## src/rtl/calc_pkg.sv

```systemverilog
// Shared widths, limits and FSM state type for the calculator display path.
package calc_pkg;

    localparam int unsigned BIN_W      = 14;
    localparam int unsigned BCD_DIGITS = 4;
    localparam int unsigned BCD_W      = 4 * BCD_DIGITS;
    localparam int unsigned CONV_STEPS = 14;
    localparam int unsigned CNT_W      = 4;

    localparam logic [BIN_W-1:0] MAX_DEC    = 14'd9999;
    localparam logic [BCD_W-1:0] SAT_DIGITS = 16'h9999;

    typedef enum logic [0:0] {
        StIdle = 1'b0,
        StConv = 1'b1
    } state_e;

endpackage

```

## src/rtl/bcd_add3.sv

```systemverilog
// Double-dabble digit correction: add 3 to a BCD digit that is 5 or more.
module bcd_add3 (
    input  logic [3:0] digit_i,
    output logic [3:0] digit_o
);

    always_comb begin
        digit_o = digit_i;
        if (digit_i >= 4'd5) begin
            digit_o = digit_i + 4'd3;
        end
    end

endmodule

```

## src/rtl/bin_to_bcd_seq.sv

```systemverilog
// Sequential 14-bit binary to 4-digit BCD converter, one double-dabble step per clock.
// Values above 9999 saturate the display to 9999 and raise overflow.
module bin_to_bcd_seq
    import calc_pkg::*;
(
    input  logic             clk,
    input  logic             rst_n,
    input  logic             start,
    input  logic [BIN_W-1:0] bin_in,
    output logic             busy,
    output logic             done,
    output logic             overflow,
    output logic [3:0]       d3,
    output logic [3:0]       d2,
    output logic [3:0]       d1,
    output logic [3:0]       d0
);

    state_e           state_q, state_d;
    logic [BIN_W-1:0] shreg_q, shreg_d;
    logic [BCD_W-1:0] scratch_q, scratch_d;
    logic [CNT_W-1:0] cnt_q, cnt_d;
    logic             ovf_pend_q, ovf_pend_d;
    logic             done_q, done_d;
    logic             ovf_q, ovf_d;
    logic [BCD_W-1:0] digits_q, digits_d;

    logic [BCD_W-1:0]         adj;
    logic [BCD_W+BIN_W:0]     shifted;

    for (genvar g = 0; g < BCD_DIGITS; g++) begin : g_add3
        bcd_add3 u_add3 (
            .digit_i (scratch_q[4*g +: 4]),
            .digit_o (adj[4*g +: 4])
        );
    end

    // Bit BCD_W+BIN_W is the carry out of the thousands digit; only possible above 9999.
    assign shifted = {adj, shreg_q, 1'b0};

    always_comb begin
        state_d    = state_q;
        shreg_d    = shreg_q;
        scratch_d  = scratch_q;
        cnt_d      = cnt_q;
        ovf_pend_d = ovf_pend_q;
        done_d     = 1'b0;
        ovf_d      = ovf_q;
        digits_d   = digits_q;

        unique case (state_q)
            StIdle: begin
                if (start) begin
                    state_d    = StConv;
                    shreg_d    = bin_in;
                    scratch_d  = '0;
                    cnt_d      = '0;
                    ovf_pend_d = (bin_in > MAX_DEC);
                end
            end
            StConv: begin
                scratch_d = shifted[BCD_W+BIN_W-1:BIN_W];
                shreg_d   = shifted[BIN_W-1:0];
                cnt_d     = cnt_q + 4'd1;
                if (cnt_q == CNT_W'(CONV_STEPS - 1)) begin
                    state_d = StIdle;
                    done_d  = 1'b1;
                    ovf_d   = ovf_pend_q;
                    if (ovf_pend_q || shifted[BCD_W+BIN_W]) begin
                        digits_d = SAT_DIGITS;
                    end else begin
                        digits_d = shifted[BCD_W+BIN_W-1:BIN_W];
                    end
                end
            end
            default: begin
                state_d = StIdle;
            end
        endcase
    end

    always_ff @(posedge clk or negedge rst_n) begin
        if (!rst_n) begin
            state_q    <= StIdle;
            shreg_q    <= '0;
            scratch_q  <= '0;
            cnt_q      <= '0;
            ovf_pend_q <= 1'b0;
            done_q     <= 1'b0;
            ovf_q      <= 1'b0;
            digits_q   <= '0;
        end else begin
            state_q    <= state_d;
            shreg_q    <= shreg_d;
            scratch_q  <= scratch_d;
            cnt_q      <= cnt_d;
            ovf_pend_q <= ovf_pend_d;
            done_q     <= done_d;
            ovf_q      <= ovf_d;
            digits_q   <= digits_d;
        end
    end

    assign busy     = (state_q == StConv);
    assign done     = done_q;
    assign overflow = ovf_q;
    assign d3       = digits_q[15:12];
    assign d2       = digits_q[11:8];
    assign d1       = digits_q[7:4];
    assign d0       = digits_q[3:0];

endmodule

```

## config.mk

```make
export PLATFORM = sky130hd
export DESIGN_NAME = bin_to_bcd_seq
export DESIGN_NICKNAME = d
export VERILOG_FILES = /design/src/rtl/calc_pkg.sv /design/src/rtl/bcd_add3.sv /design/src/rtl/bin_to_bcd_seq.sv
export SDC_FILE = /design/constraint.sdc
export NUM_CORES = 1
export LEC_CHECK = 0
export BUFFER_PORTS_ARGS = -buffer_cell sky130_fd_sc_hd__clkbuf_2
export CORE_AREA = 3 3 92 94
export DETAILED_ROUTE_END_ITERATION = 6
export DIE_AREA = 0 0 95 97
export PLACE_DENSITY = 0.49
export SYNTH_ARGS = -nofsm -noshare
export SYNTH_HDL_FRONTEND = slang
export SYNTH_SLANG_ARGS = --single-unit
```

## constraint.sdc

```tcl
create_clock -name clk -period 3.8 [get_ports clk]
set_clock_uncertainty 0.2 [all_clocks]
set_input_delay 0.38 -clock clk [delete_from_list [all_inputs] [get_ports clk]]
set_output_delay 0.38 -clock clk [all_outputs]
set_load 0.1 [all_outputs]
```

==> metrics.md <==
| Metric | Value |
|---|---|
| Max Cap Viol | `0` |
| Clock buffer count from CTS | `5` |
| Critical path, cell by cell | `buf_4 > clkbuf_2` |
| DRC violation count after routing | `0` |
| I/O pins | `36` |
| Setup repair after global routing missed its margin | `no` |
| Crit share post-route | `0.613` |
| Via count of the first global-routing pass | `1909` |
| Post-synthesis net count | `284` |
| Worst setup SP type | `flip-flop` |
| Sequential share of the synthesized area | `0.503` |
| Maximum clock insertion buffer count | `2` |
| Clock network latency to the later pin of the worst-skew pair | `310 ps` |
| Number of flops mapped to enable cells by yosys | `0` |
| Proportion of synthesized flip-flops having asynchronous set or reset | `1.00` |
| Met1 Resource Use GR | `0.180` |
| Die height | `97 microns` |
| Number of diodes added for antenna fixing | `0` |
| Fin. Hold Viols | `0` |
| Most congested layer reported by global routing | `met2` |
| Vias per Instance | `4.76` |
| Stage delay of the slowest cell on the critical path | `560 ps` |
| Placeable core region | `7730 sq um` |
| Post-route setup TNS | `0 ps` |
| Gr usage total | `0.125` |
| Top-count cell post-synth | `dfrtp_1` |
| Clock H-tree levels | `2` |
| Kind of critical path | `flip-flop to output port` |
| Fmax achieved | `0.429 GHz` |
| Per-cell routed wire length | `13.6 microns` |
| Starting Density | `0.348` |
| Met3 track demand over resource in global routing | `0.0288` |
| Critical path data arrival time | `1750 ps` |
| Clock sinks | `54` |
| # hold bufs at CTS | `1` |
| Reg-to-reg slack, setup | `1840 ps` |
| Global routing met2 resource utilization | `0.185` |
| Pin count of the biggest net entering global routing | `58` |
| Worst slew slack as a fraction of its limit | `0.424` |
| Rows | `32` |
| Number of buffers and inverters on the critical path | `2` |
| Max stage delay cell, worst path | `clkbuf_2` |
| Yosys synthesis warning count | `0` |
| Slew at the pin closest to its max-slew limit | `865 ps` |
| Post-synthesis instance total | `257` |
| CTS-repair resized insts | `0` |
| Total wirelength of the detailed-routed design | `5340 microns` |
| Post-CTS repair timing setup buffer count | `0` |
| Finish-stage setup viols | `0` |
| Cell area after synthesis | `2690 sq um` |
| Dominant register cell in the synthesized netlist | `dfrtp_1` |
| Critical path capture point type | `output port` |
| Buffers added on ports | `35` |
| Data required, critical path | `3220 ps` |
| CTS clk-pin slew, worst paths | `100 ps` |
| First-pass GRT wire length | `9150 microns` |
| HPWL reported at the end of detailed placement | `3640 microns` |
| CTS root buffer | `clkbuf_8` |
| Yosys reg bits | `54` |
| Count of routing violations after the opening detailed-route iteration | `89` |
| Top-area cell type share of the netlist area | `0.503` |
| Min cycle time layout | `2330 ps` |
| CTS tree | `yes` |
| Total Die Area | `9220 sq um` |
| Horizontal extent of the die | `95 microns` |
| Grt ovf | `0` |
| Number of antenna violations at the first check in global routing | `0` |
| Top cell type by total area after synthesis | `dfrtp_1` |
| Final #Nets | `316` |
| Outcome | `finished, final reports clean` |
| Gp weighted congestion | `0.711` |
| Remaining antenna violation count | `0` |
| Post-synthesis to final-layout area growth | `13.4%` |
| Max-slew violation count | `0` |
| Total of fill cells in the finished design | `772` |
| CP delay by family, top | `buffers and inverters` |
| Routed vias | `1866` |
| Count of different cell masters after synthesis | `31` |
| Kind of path behind the tightest hold check | `input port to flip-flop` |
| Top cells by count, synth | `dfrtp_1 (54), mux2i_1 (28), nand2_1 (24)` |
| Critical-path maximum fanout | `57` |
| Post-Syn Area per Cell | `10.5 sq um` |
| Top area cells in the synthesized netlist | `dfrtp_1 (50%), mux2i_1 (10%), ha_1 (4.7%)` |
| DRT Pass-1 Iters | `4` |
| Fraction of final layout cells with drive strength greater than 1 | `0.186` |
-- final cells by class --
type / count / area [sq um] / area share
multi-input combinational: 179 / 1230 / 0.403
sequential: 54 / 1350 / 0.443
clock inverter: 2 / 12.5 / 0.00410
inverter: 10 / 37.5 / 0.0123
timing repair buffer: 39 / 208 / 0.0681
tap: 102 / 128 / 0.0418
clock buffer: 6 / 82.6 / 0.0271
-- placed cells by master, fill, tap and decap left out, types with 2 or more instances in the layout --
| cell | netlist | routed |
|---|---|---|
| nand2b_1 | 18 | 18 |
| mux2i_1 | 28 | 28 |
| ha_1 | 10 | 10 |
| clkbuf_8 | 0 | 6 |
| nor3_1 | 2 | 2 |
| clkbuf_2 | 0 | 35 |
| mux2_2 | 2 | 2 |
| nand3_1 | 2 | 2 |
| nand2_1 | 24 | 24 |
| buf_4 | 0 | 3 |
| o31ai_1 | 8 | 8 |
| a31oi_1 | 7 | 7 |
| and2_1 | 4 | 4 |
| o21ai_0 | 19 | 19 |
| a31o_2 | 2 | 2 |
| a21oi_1 | 12 | 12 |
| nor3b_1 | 9 | 9 |
| a31o_1 | 2 | 2 |
| a21o_1 | 4 | 4 |
| nor2_1 | 13 | 13 |
| dfrtp_1 | 54 | 53 |
| inv_1 | 10 | 10 |
| xnor2_1 | 5 | 5 |
-- logic make-up (layout without fill, tap and decap cells) --
kind of cell    Yosys count  count (layout)  share of synthesized area
compound gates           57              57                      0.134
fa+ha+maj                10              10                     0.0465
simple gates             76              76                      0.145
mux                      30              30                      0.113
buf+inv                  24              57                     0.0400
flops                    54              54                      0.503
xor+xnor                  6               6                     0.0195
-- final timing paths --
path | to | startpoint | cells past startpoint
setup / recovery | busy | busy | 2
hold / removal | shreg_q[0] | bin_in[0] | 3
setup reg to reg | overflow | cnt_q[1] | 7
hold reg to reg | digits_q[5] | digits_q[5] | 2
max in group asynchronous | digits_q[12] | rst_n | 3
min in group asynchronous | scratch_q[1] | rst_n | 2
-- per-layer routing --
metal	up-vias	wire, microns
met5	-	0
met4	0	65
met3	6	166
li1	954	-
met1	881	2720
met2	25	2390
-- state kept, by name (all words and copies together), names as in the netlist --
name,flops
busy,1
cnt_q,4
digits_q,16
done,1
overflow,1
ovf_pend_q,1
scratch_q,16
shreg_q,14
-- metrics by stage --
step                std cells  utilization  hold slack, ps  instance area (sq um)  worst slack (ps)
finish                    392        0.395             118                   3050              1470
global route              392        0.395             106                   3050              1370
CTS                       392        0.395             110                   3050              1440
detailed placement        383        0.381             269                   2950              1800
global placement          383        0.381             258                   2950              1800
floorplan                 257            -            -116                   2690              1740
-- worst register-to-register path: stages, from the launching register on --
cell     delay [ps]
dfrtp_1         400
inv_1            80
ha_1            140
nand4_1          70
buf_4           200
inv_1           540
nand2_1         180
nand2_1         100
Power is left out: the tool's default activity adds up to more than one toggle a clock period on the data nets, which glitch-free logic cannot reach.
